`src/rtl/alu_uart_pkg.sv`:
```
// Shared definitions for the UART/ALU command path: sequencer state encoding,
// ALU opcode constants and default error response bytes.
`default_nettype none

package alu_uart_pkg;

  localparam int DATA_WIDTH_DEF    = 8;
  localparam int OP_WIDTH_DEF      = 6;
  localparam int ALU_LAT_DEF       = 2;
  localparam int TIMEOUT_TICKS_DEF = 2048;

  localparam logic [7:0] ERR_PARITY_DEF = 8'hE1;
  localparam logic [7:0] ERR_OPCODE_DEF = 8'hE2;

  localparam logic [5:0] OP_ADD = 6'h20;
  localparam logic [5:0] OP_SUB = 6'h22;
  localparam logic [5:0] OP_AND = 6'h24;
  localparam logic [5:0] OP_OR  = 6'h25;
  localparam logic [5:0] OP_XOR = 6'h26;
  localparam logic [5:0] OP_NOR = 6'h27;
  localparam logic [5:0] OP_SRA = 6'h03;
  localparam logic [5:0] OP_SRL = 6'h02;

  localparam logic [2:0] ST_IDLE_ENC    = 3'd0;
  localparam logic [2:0] ST_GET_B_ENC   = 3'd1;
  localparam logic [2:0] ST_GET_OP_ENC  = 3'd2;
  localparam logic [2:0] ST_EXEC_ENC    = 3'd3;
  localparam logic [2:0] ST_SEND_ENC    = 3'd4;
  localparam logic [2:0] ST_WAIT_TX_ENC = 3'd5;

  typedef enum logic [2:0] {
    ST_IDLE    = ST_IDLE_ENC,
    ST_GET_B   = ST_GET_B_ENC,
    ST_GET_OP  = ST_GET_OP_ENC,
    ST_EXEC    = ST_EXEC_ENC,
    ST_SEND    = ST_SEND_ENC,
    ST_WAIT_TX = ST_WAIT_TX_ENC
  } seq_state_t;

  function automatic logic is_valid_opcode(input logic [5:0] op);
    logic ok;
    case (op)
      OP_ADD, OP_SUB, OP_AND, OP_OR,
      OP_XOR, OP_NOR, OP_SRA, OP_SRL: ok = 1'b1;
      default:                        ok = 1'b0;
    endcase
    return ok;
  endfunction

endpackage

`default_nettype wire

```
`src/rtl/byte_timeout.sv`:
```
// Inter-byte tick counter: counts ticks while enabled, pulses expire on the tick
// that reaches TIMEOUT_TICKS. A clear in the same cycle suppresses the expiry.
`default_nettype none

module byte_timeout #(
  parameter int TIMEOUT_TICKS = 2048
) (
  input  logic clk,
  input  logic rst_n,
  input  logic clear,
  input  logic enable,
  input  logic tick,
  output logic expire
);

  localparam int CW = $clog2(TIMEOUT_TICKS + 1);

  logic [CW-1:0] count;

  assign expire = enable && tick && !clear && (count == CW'(TIMEOUT_TICKS - 1));

  always_ff @(posedge clk or negedge rst_n) begin
    if (!rst_n) begin
      count <= '0;
    end else if (clear || expire) begin
      count <= '0;
    end else if (enable && tick) begin
      count <= count + 1'b1;
    end
  end

endmodule

`default_nettype wire

```
`src/rtl/alu_cmd_sequencer.sv`:
```
// Collects A/B/opcode bytes from the UART receiver, drives the ALU registers and
// returns one response byte (result or error code) to the UART transmitter.
`default_nettype none

module alu_cmd_sequencer
  import alu_uart_pkg::*;
#(
  parameter int                    DATA_WIDTH    = DATA_WIDTH_DEF,
  parameter int                    OP_WIDTH      = OP_WIDTH_DEF,
  parameter int                    ALU_LAT       = ALU_LAT_DEF,
  parameter int                    TIMEOUT_TICKS = TIMEOUT_TICKS_DEF,
  parameter logic [DATA_WIDTH-1:0] ERR_PARITY    = DATA_WIDTH'(ERR_PARITY_DEF),
  parameter logic [DATA_WIDTH-1:0] ERR_OPCODE    = DATA_WIDTH'(ERR_OPCODE_DEF)
) (
  input  logic                  i_clock,
  input  logic                  i_reset,
  input  logic                  i_tick,
  input  logic                  i_rx_done,
  input  logic [DATA_WIDTH-1:0] i_rx_data,
  input  logic                  i_rx_parity_err,
  output logic [DATA_WIDTH-1:0] o_alu_datoa,
  output logic [DATA_WIDTH-1:0] o_alu_datob,
  output logic [OP_WIDTH-1:0]   o_alu_opcode,
  input  logic [DATA_WIDTH-1:0] i_alu_result,
  output logic [DATA_WIDTH-1:0] o_tx_data,
  output logic                  o_tx_start,
  input  logic                  i_tx_done,
  output logic                  o_busy,
  output logic                  o_timeout,
  output logic                  o_overrun
);

  localparam int LW = (ALU_LAT > 1) ? $clog2(ALU_LAT) : 1;

  seq_state_t state, state_next;

  logic [LW-1:0]         lat_cnt, lat_next;
  logic [DATA_WIDTH-1:0] datoa_next, datob_next, tx_data_next;
  logic [OP_WIDTH-1:0]   opcode_next;
  logic                  overrun_next, timeout_next;
  logic                  collecting, tmo_expire, tmo_clear, opcode_ok;

  assign collecting = (state == ST_GET_B) || (state == ST_GET_OP);
  assign tmo_clear  = !collecting || i_rx_done;
  assign opcode_ok  = ((i_rx_data >> OP_WIDTH) == '0) &&
                      is_valid_opcode(6'(i_rx_data[OP_WIDTH-1:0]));

  byte_timeout #(
    .TIMEOUT_TICKS(TIMEOUT_TICKS)
  ) u_byte_timeout (
    .clk   (i_clock),
    .rst_n (i_reset),
    .clear (tmo_clear),
    .enable(collecting),
    .tick  (i_tick),
    .expire(tmo_expire)
  );

  always_comb begin
    state_next   = state;
    lat_next     = lat_cnt;
    datoa_next   = o_alu_datoa;
    datob_next   = o_alu_datob;
    opcode_next  = o_alu_opcode;
    tx_data_next = o_tx_data;
    timeout_next = 1'b0;
    overrun_next = o_overrun;

    case (state)
      ST_IDLE: begin
        if (i_rx_done) begin
          if (i_rx_parity_err) begin
            tx_data_next = ERR_PARITY;
            state_next   = ST_SEND;
          end else begin
            datoa_next = i_rx_data;
            state_next = ST_GET_B;
          end
        end
      end
      ST_GET_B: begin
        if (i_rx_done) begin
          if (i_rx_parity_err) begin
            tx_data_next = ERR_PARITY;
            state_next   = ST_SEND;
          end else begin
            datob_next = i_rx_data;
            state_next = ST_GET_OP;
          end
        end else if (tmo_expire) begin
          timeout_next = 1'b1;
          state_next   = ST_IDLE;
        end
      end
      ST_GET_OP: begin
        if (i_rx_done) begin
          if (i_rx_parity_err) begin
            tx_data_next = ERR_PARITY;
            state_next   = ST_SEND;
          end else if (opcode_ok) begin
            opcode_next = i_rx_data[OP_WIDTH-1:0];
            lat_next    = LW'(ALU_LAT - 1);
            state_next  = ST_EXEC;
          end else begin
            tx_data_next = ERR_OPCODE;
            state_next   = ST_SEND;
          end
        end else if (tmo_expire) begin
          timeout_next = 1'b1;
          state_next   = ST_IDLE;
        end
      end
      ST_EXEC: begin
        if (lat_cnt == '0) begin
          tx_data_next = i_alu_result;
          state_next   = ST_SEND;
        end else begin
          lat_next = lat_cnt - 1'b1;
        end
      end
      ST_SEND:    state_next = ST_WAIT_TX;
      ST_WAIT_TX: if (i_tx_done) state_next = ST_IDLE;
      default:    state_next = ST_IDLE;
    endcase

    // Bytes landing while a command is in flight are dropped, not queued.
    if (i_rx_done && (state == ST_EXEC || state == ST_SEND || state == ST_WAIT_TX)) begin
      overrun_next = 1'b1;
    end
  end

  always_ff @(posedge i_clock or negedge i_reset) begin
    if (!i_reset) begin
      state <= ST_IDLE;
    end else begin
      state <= state_next;
    end
  end

  always_ff @(posedge i_clock or negedge i_reset) begin
    if (!i_reset) begin
      lat_cnt      <= '0;
      o_alu_datoa  <= '0;
      o_alu_datob  <= '0;
      o_alu_opcode <= '0;
      o_tx_data    <= '0;
      o_tx_start   <= 1'b0;
      o_busy       <= 1'b0;
      o_timeout    <= 1'b0;
      o_overrun    <= 1'b0;
    end else begin
      lat_cnt      <= lat_next;
      o_alu_datoa  <= datoa_next;
      o_alu_datob  <= datob_next;
      o_alu_opcode <= opcode_next;
      o_tx_data    <= tx_data_next;
      o_tx_start   <= (state_next == ST_SEND);
      o_busy       <= (state_next != ST_IDLE);
      o_timeout    <= timeout_next;
      o_overrun    <= overrun_next;
    end
  end

endmodule

`default_nettype wire
```
`config.mk`:
```
export PLATFORM = sky130hd
export DESIGN_NAME = alu_cmd_sequencer
export DESIGN_NICKNAME = d
export VERILOG_FILES = /design/src/rtl/alu_uart_pkg.sv /design/src/rtl/byte_timeout.sv /design/src/rtl/alu_cmd_sequencer.sv
export SDC_FILE = /design/constraint.sdc
export NUM_CORES = 1
export LEC_CHECK = 0
export BUFFER_PORTS_ARGS = -buffer_cell sky130_fd_sc_hd__buf_2
export CORE_UTILIZATION = 37
export DETAILED_ROUTE_END_ITERATION = 8
export PLACE_DENSITY = 0.62
export REMOVE_ABC_BUFFERS = 1
export SLEW_MARGIN = 40
export SYNTH_ARGS = -nofsm -noshare
export SYNTH_HDL_FRONTEND = slang
export SYNTH_HIERARCHICAL = 1
export SYNTH_SLANG_ARGS = --single-unit
```
`constraint.sdc`:
```
create_clock -name i_clock -period 3.9 [get_ports i_clock]
set_clock_uncertainty 0.1 [all_clocks]
set_input_delay 0.78 -clock i_clock [delete_from_list [all_inputs] [get_ports i_clock]]
set_output_delay 0.78 -clock i_clock [all_outputs]
set_load 0.05 [all_outputs]
```
==> flow_summary.ini, run 1 <==
[routing]
drcViolationCount = 0
first_iter_violations = 86
vias_per_cell = 4.96
via_count = 1656
antenna_left = 0
drtPass1Iterations = 5
wl_per_cell_um = 13.3
totalWireLength_mm = 4.44

[setup_path]
crit_slowest_cell = dfrtp_1
critPathMaxStageDelay_ps = 530
cp_top_family = simple AND/OR/NAND/NOR gates
crit_required_ps = 4020
crit_fanout = 13
endpoint_kind = register
crit_path_start_kind = register
worstSetupPathType = reg -> reg
arrival_ps = 3410
cp_num_buf_inv = 1
crit_chain = nand2b_1 -> a21oi_1 -> nand2b_1 -> nor3_1 -> nor3_1 -> a21oi_1 -> o22ai_1 -> or2_4 -> nor3_2 -> buf_4 -> mux2i_1

[clock_network]
cts_resized = 0
cts_sinks = 50
cts_made_buffers = 5
post-cts-setup-buffers = 0
cts-hold-fix-buffers = 0
clk_pin_slew_ps = 90
insertion_delay_ps = 300
cts_tree = built
clockBufferDepth = 2
root_buffer = clkbuf_8
htreeDepth = 2

[sta]
slew_violations = 0
setup_viol = 0
period_needed_ps = 3280
grt_setup_unrepaired = false
clock.fmax_ghz = 0.305
max_slew_margin_pct = 53.9
holdWs_ps = 320
hold_violations = 0
fin_crit_sh_pct = 84.2
tightest_slew_ps = 691
tns_ps = 0

[layout]
multi_input_area_um2 = 961
nets = 281
regArea_um2 = 1250
antenna_cells = 0
fin_cells = 334
stdcell_area_um2 = 2740
utilization_pct = 46.0
drive_above_1_share_pct = 37.8
n_fill_cell = 576
syn_to_final_growth_pct = 18.7

[placement]
place_inst = 326
gp_congestion = 0.831
place_hpwl_mm = 3.28
port-buffer-count = 55
place_area_um2 = 2650

[grt]
grt_pass1_vias = 1549
antenna_found_initial = 0
grtUsageMet1_pct = 19.6
use_met3_pct = 2.70
grt_busiest_layer = met2
grtUsageTotal_pct = 14.8
grtUsageMet2_pct = 23.6
grt_max_degree = 31
grt_pass1_wl_mm = 7.25
globalRouteOverflowTotal = 0

[floorplan]
die-area_um2 = 6560
initial_core_util_pct = 38.8
die_h_um = 81.0
fp.coreArea_um2 = 5960
io_pins = 56
rows = 28
die_w_um = 81.0

[run_status]
status = finished clean

[synthesis]
synth_flop_cell = dfrtp_1
synth_edf_count = 0
synth_seq_cells = 50
synthCells = 201
ys_warn_count = 6
netlist_area_um2 = 2310
yosysUniqueCellTypes = 47
yosysTopAreaCellShare_pct = 54.2
syn_avg_cell_area_um2 = 11.5
ys_seq_area_share_pct = 54.2
synth_area_leaders = dfrtp_1 54%, mux2_2 9.8%, nor2_1 3.4%
yosysTopAreaCell = dfrtp_1
synthArstFlopShare_pct = 100

[power]
p_per_area_nw_per_um2 = 667
peakVddDrop_v = 0.000406
cellLeakagePower_nw = 1.27

[min_path]
hp-class = in -> async

[run]
maxCapViolCount = 0
[cells by family (layout without fill, tap and decap cells)]
logic type	after synthesis	in the layout	share of synthesized area, %
and+or+nand+nor	71	71	17.4
DFF	50	50	54.2
muxes	28	28	13.4
AOI/OAI and AO/OA	23	23	6.83
buffers and inverters	19	77	4.17
xor gates and xnor gates	9	9	3.41
adders and majority gates	1	1	0.542
[synthesized netlist by cell type (all sizes together), types with 3 or more instances]
| library cell | number |
|---|---|
| a21oi | 9 |
| buf | 6 |
| dfrtp | 50 |
| inv | 11 |
| mux2 | 21 |
| mux2i | 7 |
| nand2 | 12 |
| nand2b | 5 |
| nand3 | 6 |
| nand4 | 3 |
| nor2 | 21 |
| nor3 | 7 |
| nor4 | 4 |
| o21ai | 3 |
| xnor2 | 8 |
[final timing paths]
path                                 from                 endpoint  slack (ps)  depth (start not counted)
worst max-delay path             state[1]             o_tx_data[1]         620                         11
worst min-delay path              i_reset  u_byte_timeout/count[6]         320                          1
min in group i_clock            o_overrun                o_overrun         370                          1
worst max register to register   state[1]             o_tx_data[1]         620                         11
max in group asynchronous         i_reset             o_tx_data[6]        2620                          2
worst min register to register  o_overrun                o_overrun         370                          1
[layout make-up]
| cell class | count | share of cell area [%] |
|---|---|---|
| flip-flops and latches | 50 | 45.7 |
| multi-input cells | 132 | 35.1 |
| repair buffers | 58 | 10.9 |
| well taps | 75 | 3.42 |
| clock buffers | 6 | 3.01 |
| inverters | 11 | 1.51 |
| clock inverters | 2 | 0.457 |
[power breakdown]
part	switching [mW]	leakage, nW	internal, mW
registers	0.0805	0.631	0.631
clock network	0.167	0.0472	0.143
logic	0.559	0.596	0.247
[per-stage QoR]
| stage | power (mW) | setup WS, ps |
|---|---|---|
| finish | 1.83 | 616 |
| floorplan | 1.33 | 703 |
| global route | 1.92 | 331 |
| detailed placement | 1.53 | 614 |
| global placement | 1.53 | 694 |
| CTS | 1.85 | 589 |
[registers in the layout, summed over array words and instances, names as in the netlist]
name,flops
o_timeout,1
lat_cnt,1
u_byte_timeout/count,12
o_busy,1
o_overrun,1
o_tx_data,8
o_alu_datob,8
o_alu_opcode,6
o_alu_datoa,8
state,3
o_tx_start,1
[metal layers]
layer	part of all wire, %	vias up
li1	-	811
met1	47	790
met2	46	49
met3	4.7	6
met4	1.7	0
met5	0	-
[placed cells by master, fill, tap and decap left out, types with 2 or more instances in the layout]
master	netlist	final
nand2b_1	4	4
o21ai_0	2	2
and3_1	2	2
mux2_2	20	20
nand4_1	2	2
nor2_1	21	21
a21oi_1	9	9
nor3_1	5	5
nand3_1	6	6
nor3_2	2	2
a31oi_1	2	2
clkbuf_8	0	6
nor4_1	3	3
mux2i_1	7	7
buf_2	2	55
nand2_1	12	12
dfrtp_1	50	50
and2b_2	2	2
inv_1	11	11
xnor2_1	8	8
buf_4	2	3
No activity file was read; power rests on OpenSTA's default activity.
==> inputs of run 2 (changes only) <==
--- a/config.mk
+++ b/config.mk
@@ -8,7 +8,7 @@
 export BUFFER_PORTS_ARGS = -buffer_cell sky130_fd_sc_hd__buf_2
 export CORE_UTILIZATION = 37
 export DETAILED_ROUTE_END_ITERATION = 8
-export PLACE_DENSITY = 0.62
+export PLACE_DENSITY = 0.64
 export REMOVE_ABC_BUFFERS = 1
 export SLEW_MARGIN = 40
 export SYNTH_ARGS = -nofsm -noshare
==> constraint.sdc (replaced) <==
create_clock -name i_clock -period 2.7 [get_ports i_clock]
set_clock_uncertainty 0.1 [all_clocks]
set_input_delay 0.54 -clock i_clock [delete_from_list [all_inputs] [get_ports i_clock]]
set_output_delay 0.54 -clock i_clock [all_outputs]
set_load 0.05 [all_outputs]
==> flow_summary.ini, run 2 (synthesized netlist as in run 1, its figures left out) <==
[clock_network]
clk_pin_slew_ps = 90
htreeDepth = 2
root_buffer = clkbuf_8
cts_tree = built
clockBufferDepth = 2
cts_sinks = 50
insertion_delay_ps = 300
cts_made_buffers = 5

[routing]
first_iter_violations = 107
drcViolationCount = 0
drtPass1Iterations = 4
via_count = 1775
vias_per_cell = 4.99
antenna_left = 0
totalWireLength_mm = 4.99
wl_per_cell_um = 14.0

[setup_path]
worstReg2RegStart = u_byte_timeout/count[1]
reg2regPathDepth = 11
cp_common_cell = nor3_4
startpoint = u_byte_timeout/count[1]
cp.depth = 11
cp_num_buf_inv = 3
reg2reg_slack_ps = 80
crit_required_ps = 2830
reg2reg_to = o_tx_data[3]
crit_end = o_tx_data[3]
worstSetupPathType = reg -> reg
crit_fanout = 8
critPathMaxStageDelay_ps = 520
cp_top_family = simple AND/OR/NAND/NOR gates
endpoint_kind = register
crit_chain = ha_2 -> nand3_2 -> or4_4 -> nor3_4 -> buf_4 -> inv_1 -> a21oi_2 -> o21ai_2 -> nor3_4 -> buf_6 -> mux2i_1
arrival_ps = 2750
crit_slowest_cell = or4_4
crit_path_start_kind = register

[placement]
place_inst = 343
port-buffer-count = 55
gp_congestion = 0.836
place_hpwl_mm = 3.55

[min_path]
hp-class = reg -> reg
hold_depth = 1

[layout]
largest_register_ffs = 12
final_common_cell = buf_2
drive_above_1_share_pct = 44.1
regMostFlops = u_byte_timeout/count
syn_to_final_growth_pct = 28.0
final_cell_mix = 55 x buf_2, 50 x dfrtp_1, 23 x buf_4
nets = 303
antenna_cells = 0
fin_cells = 356
utilization_pct = 49.6

[grt]
antenna_found_initial = 0
grt_pass1_wl_mm = 7.91
grt_pass1_vias = 1727
grt_max_degree = 46
grtUsageTotal_pct = 16.1
globalRouteOverflowTotal = 0

[sta]
setup_viol = 0
grt_setup_unrepaired = true
tns_ps = 0
fin_crit_sh_pct = 97.0
period_needed_ps = 2620
hold_violations = 0
holdWs_ps = 362
max_slew_margin_pct = 61.5
clock.fmax_ghz = 0.382
slew_violations = 0
tightest_slew_ps = 577

[power]
p_per_area_nw_per_um2 = 939
peakVddDrop_v = 0.000666
finalPower_mw = 2.77
cellLeakagePower_nw = 1.41

[run]
maxCapViolCount = 0

[floorplan]
die_w_um = 81.0
io_pins = 56
rows = 28
die-area_um2 = 6560
initial_core_util_pct = 38.8
fp.coreArea_um2 = 5960
die_h_um = 81.0

[run_status]
status = finished clean
==> run 2: changes by cell type in the layout (fill, tap and decap cells not counted), sizes merged <==
cell / before / now
buf: 58 / 79
dlygate4sd3: 0 / 1
clkbuf: 6 / 7
clkinvlp: 1 / 0
==> run 2: per-layer routing <==
layer | GRT usage (%) | up-vias | part of all wire (%) | wire length [um]
met1 | 20.9 | 871 | 45 | 2220
met5 | 0 | - | 0 | 0
li1 | - | 852 | - | -
met4 | 4.64 | 0 | 0.80 | 40
met3 | 4.72 | 4 | 5.9 | 292
met2 | 26.1 | 48 | 49 | 2440
==> run 2: worst min path at each step <==
stage                     from      endpoint  slack, ps
4_1_cts              o_overrun     o_overrun        370
3_3_place_gp           i_reset  o_tx_data[3]        270
2_1_floorplan          i_reset       lat_cnt        140
6_report             o_overrun     o_overrun        360
3_5_place_dp           i_reset  o_tx_data[3]        270
5_1_grt        i_alu_result[4]  o_tx_data[4]        370
==> run 2: power by group <==
part	internal (mW)	switching [mW]	leakage, nW
logic	0.418	0.882	0.721
clock network	0.235	0.250	0.0544
registers	0.912	0.0781	0.631
==> run 2: timing repair <==
item	CTS	global route
hold buffers	1	0
resized for setup	4	4
pin swaps	1	6
endpoints found under the setup margin	9	9
buffers inserted	0	4
gates cloned	0	0
endpoints found under the hold margin	5	0
==> run 2: final cells by class <==
class	instances	area, um^2
timing repair buffer	80	469
clock buffer	7	96.3
sequential	50	1250
tap	75	93.8
fill	578	3000
multi-input combinational	132	993
inverter	11	41.3
clock inverter	1	8.76
==> run 2: stage by stage <==
| step | cell area [um^2] | worst slack [ps] |
|---|---|---|
| 6_report | 2950 | 81.3 |
| 5_1_grt | 2950 | -78.1 |
| 4_1_cts | 2910 | 25.1 |
| 3_5_place_dp | 2770 | -150 |
| 3_3_place_gp | 2770 | -53.4 |
| 2_1_floorplan | 2250 | -497 |
